==> config.mk <==
export PLATFORM = sky130hd
export DESIGN_NAME = osc_cmd_decoder
export DESIGN_NICKNAME = d
export VERILOG_FILES = /design/src/rtl/osc_cmd_decoder.sv
export SDC_FILE = /design/constraint.sdc
export NUM_CORES = 1
export LEC_CHECK = 0
export BUFFER_PORTS_ARGS = -buffer_cell sky130_fd_sc_hd__buf_2
export CORE_ASPECT_RATIO = 1.5
export CORE_UTILIZATION = 40
export CTS_CLUSTER_SIZE = 24
export DETAILED_ROUTE_END_ITERATION = 8
export HOLD_SLACK_MARGIN = 0.08
export PLACE_DENSITY_LB_ADDON = 0.3
export SLEW_MARGIN = 20
export SYNTH_ARGS = -nofsm -noshare
export SYNTH_HDL_FRONTEND = slang
export SYNTH_SLANG_ARGS = --single-unit
==> constraint.sdc <==
create_clock -name clk -period 10.68 [get_ports clk]
set_input_delay 1.068 -clock clk [delete_from_list [all_inputs] [get_ports clk]]
set_output_delay 1.068 -clock clk [all_outputs]
set_load 0.03 [all_outputs]
==> src/rtl/osc_cmd_decoder.sv <==
// -----------------------------------------------------------------------------
// osc_cmd_decoder
//
// Decodes the MCU-to-FPGA voice command byte stream into oscillator parameter
// writes. It sits between the byte-level link receiver and the oscillator bank.
//
// Frame layout (bytes, multi-byte fields MSB first):
//   0xA5 | osc | cmds | freq[15:8] | freq[7:0] | shape | amp[23:16] |
//   amp[15:8] | amp[7:0] | ENV_LEN x {rate[31:0], duration[31:0]} | chk
// chk is the XOR of every payload byte (sync and chk excluded). A frame whose
// chk matches, whose osc < N_OSC and whose shape <= 3 produces a single-cycle
// wr_en strobe one cycle after the chk byte is taken. Any other frame, and any
// frame that stalls for TIMEOUT cycles, is dropped and counted in err_count.
//
// Ports:
//   clk, rstn     clock, asynchronous active-low reset
//   in_data       received byte
//   in_valid      in_data valid
//   in_ready      decoder can accept a byte (byte taken when valid && ready)
//   wr_en         one-cycle write strobe to the oscillator bank
//   wr_osc        target oscillator index
//   wr_cmds       command bits (including envelope reset bit)
//   wr_freq       frequency in Hz
//   wr_shape      wave shape encoding
//   wr_amplitude  amplitude (unsigned)
//   wr_env        envelope steps, step 0 in the MSBs, {rate, duration} each
//   err_count     dropped-frame counter, saturates at 255
// wr_* hold the last committed frame between strobes.
// -----------------------------------------------------------------------------
module osc_cmd_decoder #(
  parameter int N_OSC   = 16,
  parameter int WIDTH   = 24,   // amplitude is carried in exactly 3 bytes
  parameter int ENV_LEN = 4,
  parameter int TIMEOUT = 4096
) (
  input  logic                       clk,
  input  logic                       rstn,
  input  logic [7:0]                 in_data,
  input  logic                       in_valid,
  output logic                       in_ready,
  output logic                       wr_en,
  output logic [$clog2(N_OSC)-1:0]   wr_osc,
  output logic [7:0]                 wr_cmds,
  output logic [15:0]                wr_freq,
  output logic [1:0]                 wr_shape,
  output logic [WIDTH-1:0]           wr_amplitude,
  output logic [64*ENV_LEN-1:0]      wr_env,
  output logic [7:0]                 err_count
);

  localparam int         PAYLOAD_BYTES = 8 + 8 * ENV_LEN;
  localparam int         SW            = 8 * PAYLOAD_BYTES;
  localparam int         CNT_W         = $clog2(PAYLOAD_BYTES + 1);
  localparam int         TMO_W         = $clog2(TIMEOUT + 1);
  localparam int         OSC_W         = $clog2(N_OSC);
  localparam logic [7:0] SYNC          = 8'hA5;

  typedef enum logic [1:0] {
    IDLE,
    PAYLOAD,
    CHECK,
    COMMIT
  } state_e;

  state_e                  state_q;
  logic [CNT_W-1:0]        cnt_q;
  logic [TMO_W-1:0]        tmo_q;
  logic [7:0]              csum_q;
  logic [7:0]              err_q;
  logic                    in_ready_q;
  logic                    wr_en_q;
  logic [OSC_W-1:0]        wr_osc_q;
  logic [7:0]              wr_cmds_q;
  logic [15:0]             wr_freq_q;
  logic [1:0]              wr_shape_q;
  logic [WIDTH-1:0]        wr_amp_q;
  logic [64*ENV_LEN-1:0]   wr_env_q;

  // Payload shadow: bytes shift in from the LSB end, so once the frame is
  // complete the first payload byte (osc) sits in the top byte.
  logic [SW-1:0]           shadow_q;

  logic                    accept;
  logic                    timeout_hit;
  logic                    frame_ok;
  logic [7:0]              err_inc_d;

  logic [7:0]              sh_osc;
  logic [7:0]              sh_cmds;
  logic [15:0]             sh_freq;
  logic [7:0]              sh_shape;
  logic [23:0]             sh_amp;
  logic [64*ENV_LEN-1:0]   sh_env;

  assign sh_osc   = shadow_q[SW-1  -: 8];
  assign sh_cmds  = shadow_q[SW-9  -: 8];
  assign sh_freq  = shadow_q[SW-17 -: 16];
  assign sh_shape = shadow_q[SW-33 -: 8];
  assign sh_amp   = shadow_q[SW-41 -: 24];
  assign sh_env   = shadow_q[64*ENV_LEN-1:0];

  always_comb begin
    // NOTE: every signal assigned here gets a value on every path, so no
    // latch is inferred.
    accept      = in_valid && in_ready_q;
    timeout_hit = (tmo_q == TMO_W'(TIMEOUT - 1));
    frame_ok    = (in_data == csum_q) && (int'(sh_osc) < N_OSC) && (sh_shape <= 8'd3);
    err_inc_d   = (err_q == 8'hFF) ? err_q : err_q + 8'd1;
  end

  // NOTE: the shadow is pure datapath and is only ever read after a full
  // frame has overwritten it, so it carries no reset.
  always_ff @(posedge clk) begin
    if (state_q == PAYLOAD && accept) begin
      shadow_q <= {shadow_q[SW-9:0], in_data};
    end
  end

  // NOTE: all sequential state uses non-blocking assignments so every
  // register samples the pre-edge values of the others.
  always_ff @(posedge clk or negedge rstn) begin
    if (!rstn) begin
      state_q    <= IDLE;
      cnt_q      <= '0;
      tmo_q      <= '0;
      csum_q     <= '0;
      err_q      <= '0;
      in_ready_q <= 1'b0;
      wr_en_q    <= 1'b0;
      wr_osc_q   <= '0;
      wr_cmds_q  <= '0;
      wr_freq_q  <= '0;
      wr_shape_q <= '0;
      wr_amp_q   <= '0;
      wr_env_q   <= '0;
    end else begin
      // Defaults: strobe low, ready high; only the commit transition overrides.
      wr_en_q    <= 1'b0;
      in_ready_q <= 1'b1;

      unique case (state_q)
        IDLE: begin
          tmo_q <= '0;
          if (accept && in_data == SYNC) begin
            state_q <= PAYLOAD;
            csum_q  <= '0;
            cnt_q   <= '0;
          end
        end

        PAYLOAD: begin
          if (accept) begin
            // A 0xA5 here is ordinary data; there is no resync mid-frame.
            csum_q <= csum_q ^ in_data;
            cnt_q  <= cnt_q + CNT_W'(1);
            tmo_q  <= '0;
            if (cnt_q == CNT_W'(PAYLOAD_BYTES - 1)) begin
              state_q <= CHECK;
            end
          end else if (timeout_hit) begin
            state_q <= IDLE;
            tmo_q   <= '0;
            err_q   <= err_inc_d;
          end else begin
            tmo_q <= tmo_q + TMO_W'(1);
          end
        end

        CHECK: begin
          if (accept) begin
            tmo_q <= '0;
            if (frame_ok) begin
              // Outputs load here so the strobe lands in the COMMIT cycle,
              // one cycle after the chk byte.
              state_q    <= COMMIT;
              in_ready_q <= 1'b0;
              wr_en_q    <= 1'b1;
              wr_osc_q   <= sh_osc[OSC_W-1:0];
              wr_cmds_q  <= sh_cmds;
              wr_freq_q  <= sh_freq;
              wr_shape_q <= sh_shape[1:0];
              wr_amp_q   <= sh_amp;
              wr_env_q   <= sh_env;
            end else begin
              state_q <= IDLE;
              err_q   <= err_inc_d;
            end
          end else if (timeout_hit) begin
            state_q <= IDLE;
            tmo_q   <= '0;
            err_q   <= err_inc_d;
          end else begin
            tmo_q <= tmo_q + TMO_W'(1);
          end
        end

        COMMIT: begin
          state_q <= IDLE;
          tmo_q   <= '0;
        end

        default: state_q <= IDLE;
      endcase
    end
  end

  assign in_ready     = in_ready_q;
  assign wr_en        = wr_en_q;
  assign wr_osc       = wr_osc_q;
  assign wr_cmds      = wr_cmds_q;
  assign wr_freq      = wr_freq_q;
  assign wr_shape     = wr_shape_q;
  assign wr_amplitude = wr_amp_q;
  assign wr_env       = wr_env_q;
  assign err_count    = err_q;

endmodule

==> out/qor.txt, run 1 <==
Outcome - completed
CP cell instances - inv_1 -> ha_1 -> and3_4 -> buf_4 -> buf_4
Via count - 11600
Drt pass-1 iters - 4
Worst path most repeated cell - buf_4
Global-route wire length before repair - 73600 um
Post-synth ARST share - 52.2%
Gate Count Post-Synth - 1201
Synth top area share - 41.2%
Pins over their slew limit - 0
Critical Path Source Type - flip-flop
Core ar. - 0.0577 mm^2
Layout cell share with drive strength beyond 1 - 47.5%
CP Max Fanout - 63
# port buffers - 330
Peak supply drop - 0.135 mV
Library cells used by synthesis - 49
CTS Buffer Depth - 3
Setup repair bufs after CTS - 0
Root Buffer - clkbuf_16
Biggest area consumer among synthesized cells - edfxtp_1
Setup TNS - 0 ps
Largest net degree at the start of global routing - 151
Antenna diode count - 0
Critical path endpoint category - flip-flop
Mapped Area - 0.0233 mm^2
Worst path max stage delay - 800 ps
Achievable Freq - 265 MHz
Final period util - 35.3%
Crit Path Category - reg2reg
Number of synthesized register bits - 669
Total grt overflow - 0
Die Area - 0.0593 mm^2
Slew margin rel. - 21.9%
Net Count, Synth - 1219
Vias per cell - 4.87
DRT iter0 DRCs - 523
Synthesis Warnings - 0
Final setup violation count - 0
Routed WL per cell - 19.7 um
Pwr Total - 5.98 mW
Reg area - 0.0183 mm^2
Worst clock skew - 16.7 ps
Hpwl dp - 29800 um
Main area contributors after synthesis - edfxtp_1 (41%), dfrtp_1 (37%), mux2_2 (15%)
Post-CTS Hold Fix Bufs - 0
Hold WS - 440 ps
Number of global-route vias before repair - 12300
Top cells by instance count after synthesis - dfrtp_1 (349), edfxtp_1 (320), mux2_2 (312), nor2_1 (27), nand2_1 (24)
Most common cell in the netlist - dfrtp_1
Htree depth - 2
Max Cap Violations - 0
Min cycle time layout - 3770 ps
Hold WC Path Type - reg2reg
Post-synth EDFFs - 320
Post-Route WL - 47000 um
Number of buffers created by CTS - 61
Sequential area share after synthesis - 78.7%
Syn Area/Cell - 19.4 um^2
Die Ht - 298 um
Reg clk slew, reported paths - 70 ps
P_leak - 12.8 nW
NumNets Final - 1581
Fin. Hold Viols - 0
I/O Pins - 331
Antenna Nets Post-Route - 0
Clk_lat worst skew - 620 ps
Multi-input gate area - 0.00462 mm^2
Unrepaired setup endpoints after global routing - no
Post-CTS Resized - 0
# DRC - 0
P&R area growth vs syn - 19.2%
GR Util All Layers - 16.1%
Crit-path slowest cell - and3_4
Rows - 108
Req. time, crit path - 10920 ps
Die X - 199 um
Pwr dens - 215 mW/mm^2
Actual slew at the worst max-slew pin - 1170 ps
Worst path arrival time - 4010 ps
Initial Util - 40.4%
CTS tree - done
Initial antenna violation count - 1
Fillers - 4929
Most used DFF post-synth - dfrtp_1
Final GP Congestion - 0.726
Clock sink count - 669
==> stage by stage <==
| step | utilization [%] | instance area, um^2 | worst slack (ps) | std cells |
|---|---|---|---|---|
| after floorplan | - | 23300 | 4180 | 1201 |
| after global placement | 44.6 | 25700 | 6760 | 2270 |
| after detailed placement | 44.6 | 25700 | 6680 | 2270 |
| after CTS | 48.2 | 27800 | 6810 | 2386 |
| after global routing | 48.2 | 27800 | 6600 | 2386 |
| final | 48.2 | 27800 | 6910 | 2386 |
==> report_power, final <==
group	switching [mW]	leakage [nW]	internal, mW
Combinational	0.295	3.96	0.0869
Sequential	0.198	7.83	3.19
Clock	0.978	1.01	1.23
==> path summary, 6_finish.rpt <==
path	startpoint	end	slack (ps)	depth (start not counted)
setup / recovery	state_q[1]	shadow_q[218]	6910	5
min in group asynchronous	rstn	wr_env[203]	500	1
setup reg to reg	state_q[1]	shadow_q[218]	6910	5
hold reg to reg	shadow_q[131]	shadow_q[139]	440	0
hold / removal	shadow_q[131]	shadow_q[139]	440	0
max in group asynchronous	rstn	wr_env[236]	7970	3
==> layer usage <==
metal / up-vias / global-route usage (%) / wire length (um)
met4: 0 / 5.53 / 1420
met5: - / 0 / 0
li1: 5190 / - / -
met3: 85 / 4.78 / 3330
met2: 299 / 26.5 / 23000
met1: 6049 / 20.1 / 19300
==> critical path: cells and delay by family, from the launching register on <==
kind                       cells  cell delay, ps
DFF                            1             420
and+or+nand+nor                1             800
adders and majority gates      1             440
buffers and inverters          3            1600
==> flip-flops by register name (all words and copies together), names as in the netlist <==
signal and count:
wr_osc 4, wr_freq 16, wr_cmds 8, state_q 2
in_ready 1, err_count 8, wr_shape 2, csum_q 8
wr_en 1, tmo_q 13, cnt_q 6, wr_amplitude 24
wr_env 256, shadow_q 320
==> cells by family after synthesis <==
logic type	after synthesis	share of synthesized area [%]
AOI/OAI and AO/OA	49	1.43
DFF	669	78.7
and+or+nand+nor	99	2.19
adders and majority gates	7	0.376
muxes	312	15.1
xor gates and xnor gates	19	0.714
buffers and inverters	46	1.52
==> layout make-up <==
cell class	instances	share of cell area (%)
multi-input cells	486	16.6
inverters	6	0.0811
flip-flops and latches	669	66.0
well taps	770	3.47
clock buffers	81	6.24
repair buffers	339	6.40
clock inverters	35	1.15
==> cell usage in the layout (no fill, tap or decap), types with 3 or more instances in the layout <==
cell type     n
buf_2       329
o21ai_0      21
buf_4         5
inv_6         4
bufinv_16     3
nor2_1       27
clkbuf_16    63
clkinvlp_4    5
nand3_1      10
xor2_1        8
inv_1         6
a22o_1        5
nand2_1      24
and2_1        3
mux2_2      312
clkinv_2     14
a21o_1        3
clkinv_1      4
a21oi_1       5
dfrtp_1     349
nor3_1        3
edfxtp_1    320
clkbuf_1      9
ha_1          7
clkbuf_8      9
buf_12        4
nand4_1      11
xnor2_1      11
No activity file was read; power rests on OpenSTA's default activity.
==> inputs of run 2 (changes only) <==
--- a/config.mk
+++ b/config.mk
@@ -5,6 +5,7 @@
 export SDC_FILE = /design/constraint.sdc
 export NUM_CORES = 1
 export LEC_CHECK = 0
+export ABC_AREA = 1
 export BUFFER_PORTS_ARGS = -buffer_cell sky130_fd_sc_hd__buf_2
 export CORE_ASPECT_RATIO = 1.5
 export CORE_UTILIZATION = 40
==> constraint.sdc (replaced) <==
create_clock -name clk -period 3.8 [get_ports clk]
set_input_delay 0.38 -clock clk [delete_from_list [all_inputs] [get_ports clk]]
set_output_delay 0.38 -clock clk [all_outputs]
set_load 0.03 [all_outputs]
==> out/qor.txt, run 2 <==
Post-synth EDFFs - 320 (unchanged)
Number of global-route vias before repair - 15000 (was 12300)
Global-route wire length before repair - 84200 um (was 73600 um)
Top reg by flops - shadow_q (unchanged)
Hpwl dp - 34000 um (was 29800 um)
Area after DPL - 0.0262 mm^2 (was 0.0257 mm^2)
Most used DFF post-synth - dfrtp_1 (unchanged)
Peak supply drop - 0.359 mV (was 0.135 mV)
Crit path to - err_count[6] (was shadow_q[218])
Total grt overflow - 0 (unchanged)
M2 GR Usage - 28.7% (was 26.5%)
Routed WL per cell - 16.8 um (was 19.7 um)
Reg2Reg Depth - 11 (was 5)
Pwr dens - 600 mW/mm^2 (was 215 mW/mm^2)
Largest net degree at the start of global routing - 235 (was 151)
R2r setup slk - 1000 ps (was 6910 ps)
Clock sink count - 669 (unchanged)
Via count - 14900 (was 11600)
Final period util - 73.8% (was 35.3%)
Die Ht - 300 um (was 298 um)
Initial Util - 40.4% (about the same)
Gate Count Post-Synth - 1969 (was 1201)
Synthesis Warnings - 0 (unchanged)
CP cell instances - inv_1 -> ha_1 -> inv_1 -> nor2_1 -> nand3_4 -> buf_4 -> nand2_1 -> inv_1 -> nand2_1 -> nand2_1 -> inv_1 (was inv_1 -> ha_1 -> and3_4 -> buf_4 -> buf_4)
Mux cell area share after synthesis - 0% (was 15.1%)
CP Max Fanout - 80 (was 63)
I/O Pins - 331 (unchanged)
Actual slew at the worst max-slew pin - 1130 ps (was 1170 ps)
Crit Path Category - reg2reg (unchanged)
Grt peak-use layer - met2 (unchanged)
Simple-gate portion of the synthesized area - 18.2% (was 2.19%)
Die X - 201 um (was 199 um)
P&R area growth vs syn - 20.2% (was 19.2%)
Final worst-path setup slack - 997 ps (was 6910 ps)
Layout cell share with drive strength beyond 1 - 19.5% (was 47.5%)
Worst clock skew - 19.9 ps (was 16.7 ps)
Number of synthesized register bits - 669 (unchanged)
Final setup violation count - 0 (unchanged)
DRT iter0 DRCs - 885 (was 523)
Met1 global-route usage - 23.3% (was 20.1%)
Slew margin rel. - 24.8% (was 21.9%)
Adder-cell share of the synthesized area - 0.369% (was 0.376%)
Setup TNS - 0 ps (unchanged)
Most common cell after layout, fill and taps aside - nand2_1 (was dfrtp_1)
Synth Area in Compound Gates - 0.717% (was 1.43%)
NumNets Final - 2340 (was 1581)
Antenna Nets Post-Route - 0 (unchanged)
# DRC - 0 (unchanged)
Library cells used by synthesis - 30 (was 49)
CTS tree - done (unchanged)
Fin. Hold Viols - 0 (unchanged)
Sequential area share after synthesis - 77.3% (was 78.7%)
Rows - 109 (was 108)
CTS Buffer Depth - 3 (unchanged)
Biggest area consumer among synthesized cells - edfxtp_1 (unchanged)
Max FFs per register - 320 (unchanged)
Net Count, Synth - 1987 (was 1219)
Worst path arrival time - 3300 ps (was 4010 ps)
Crit-path slowest cell - buf_4 (was and3_4)
Worst Setup SP - state_q[0] (was state_q[1])
Most common cell in the netlist - nand2_1 (was dfrtp_1)
Core ar. - 0.0588 mm^2 (was 0.0577 mm^2)
Drt pass-1 iters - 5 (was 4)
Root Buffer - clkbuf_16 (unchanged)
Htree depth - 2 (unchanged)
Number of buffers created by CTS - 60 (was 61)
Critical path endpoint category - flip-flop (unchanged)
GR Util All Layers - 17.7% (was 16.1%)
Worst path most repeated cell - inv_1 (was buf_4)
Post-synth ARST share - 52.2% (unchanged)
Synth top area share - 40.5% (was 41.2%)
Worst path max stage delay - 660 ps (was 800 ps)
Mapped Area - 0.0237 mm^2 (was 0.0233 mm^2)
Req. time, crit path - 4300 ps (was 10920 ps)
Met3 GRT Util - 4.22% (was 4.78%)
Unrepaired setup endpoints after global routing - no (unchanged)
Initial antenna violation count - 2 (was 1)
Clk_lat worst skew - 610 ps (was 620 ps)
Top cells by instance count after synthesis - nand2_1 (1061), dfrtp_1 (349), edfxtp_1 (320), inv_1 (46), nor2_1 (38) (was dfrtp_1 (349), edfxtp_1 (320), mux2_2 (312), nor2_1 (27), nand2_1 (24))
Outcome - completed (unchanged)
Largest family of logic cells by synthesized area - simple AND/OR/NAND/NOR gates (was multiplexers)
Reg clk slew, reported paths - 60 ps (was 70 ps)
Achievable Freq - 357 MHz (was 265 MHz)
Final GP Congestion - 0.824 (was 0.726)
Pre-CTS WS - 1060 ps (was 6680 ps)
Commonest non-fill, non-tap cells in the layout - nand2_1 (1060), dfrtp_1 (348), buf_2 (329) (was dfrtp_1 (349), buf_2 (329), edfxtp_1 (320))
Critical Path Source Type - flip-flop (unchanged)
XOR/XNOR share of the synthesized area - 0.443% (was 0.714%)
Post-Route WL - 53000 um (was 47000 um)
Max Cap Violations - 0 (unchanged)
Post-CTS Resized - 0 (unchanged)
P_leak - 14.2 nW (was 12.8 nW)
Die Area - 0.0603 mm^2 (was 0.0593 mm^2)
Min cycle time layout - 2800 ps (was 3770 ps)
R2r endpoint - err_count[6] (was shadow_q[218])
Reg2Reg Launch Point - state_q[0] (was state_q[1])
Setup repair bufs after CTS - 0 (unchanged)
Syn Area/Cell - 12.0 um^2 (was 19.4 um^2)
# port buffers - 330 (unchanged)
Hold WC Path Type - in2reg (was reg2reg)
Pins over their slew limit - 0 (unchanged)
Main area contributors after synthesis - edfxtp_1 (41%), dfrtp_1 (37%), nand2_1 (17%) (was edfxtp_1 (41%), dfrtp_1 (37%), mux2_2 (15%))
Finished Cell Area - 0.0285 mm^2 (was 0.0278 mm^2)
Vias per cell - 4.71 (was 4.87)
==> run 2: critical path, delay by kind of cell, from the launching register on <==
kind          cells  cell delay (ps)
fa+ha+maj         1              280
buf+inv           5             1200
flops             1              430
simple gates      5              730
==> run 2: through the flow <==
| stage | hold slack, ps | std cells | power (mW) | utilization [%] |
|---|---|---|---|---|
| floorplan | 84.4 | 1969 | 9.97 | - |
| global placement | 426 | 3028 | 10.4 | 44.5 |
| detailed placement | 432 | 3028 | 10.5 | 44.5 |
| CTS | 319 | 3149 | 17.3 | 48.5 |
| global route | 424 | 3152 | 17.8 | 48.5 |
| finish | 362 | 3152 | 17.1 | 48.5 |
==> run 2: how the worst min path moves through the flow <==
stage,start,end,slack (ps),cells after the start
3_5_place_dp,shadow_q[106],shadow_q[114],430,0
2_1_floorplan,rstn,cnt_q[0],80,0
4_1_cts,in_valid,tmo_q[12],320,6
5_1_grt,rstn,wr_env[68],420,2
6_report,in_valid,tmo_q[12],360,6
3_3_place_gp,shadow_q[313],wr_osc[1],430,2
==> run 2: cells by family (layout without fill, tap and decap cells) <==
family          count (synthesis)  count (layout)
simple gates                 1135            1135
fa+ha+maj                       7               7
xor+xnor                       12              12
compound gates                 27              27
other cells                     0               3
flops                         669             669
buf+inv                       119             522
==> run 2: cell type report <==
type / count / area [um^2]
Inverter: 50 / 198
Timing Repair Buffer: 360 / 2030
Sequential cell: 669 / 18300
Tap cell: 777 / 972
Multi-Input combinational cell: 1181 / 4720
Clock inverter: 28 / 512
Fill cell: 5243 / 30300
Antenna cell: 3 / 7.51
Clock buffer: 84 / 1720
==> run 2: power breakdown <==
| part | internal (mW) | leakage [nW] | switching (mW) |
|---|---|---|---|
| sequential | 8.77 | 7.81 | 0.506 |
| clock | 4.07 | 1.09 | 2.68 |
| combinational | 0.246 | 5.34 | 0.828 |
==> run 2: per-layer routing <==
metal / routed length [um] / vias up
li1: - / 7021
met1: 22400 / 7318
met2: 25400 / 420
met3: 3540 / 94
met4: 1620 / 0
met5: 0 / -
==> run 2: what timing repair did <==
item,CTS,global route
hold buffers,9,0
endpoints found under the setup margin,0,0
hold endpoints to repair,87,0
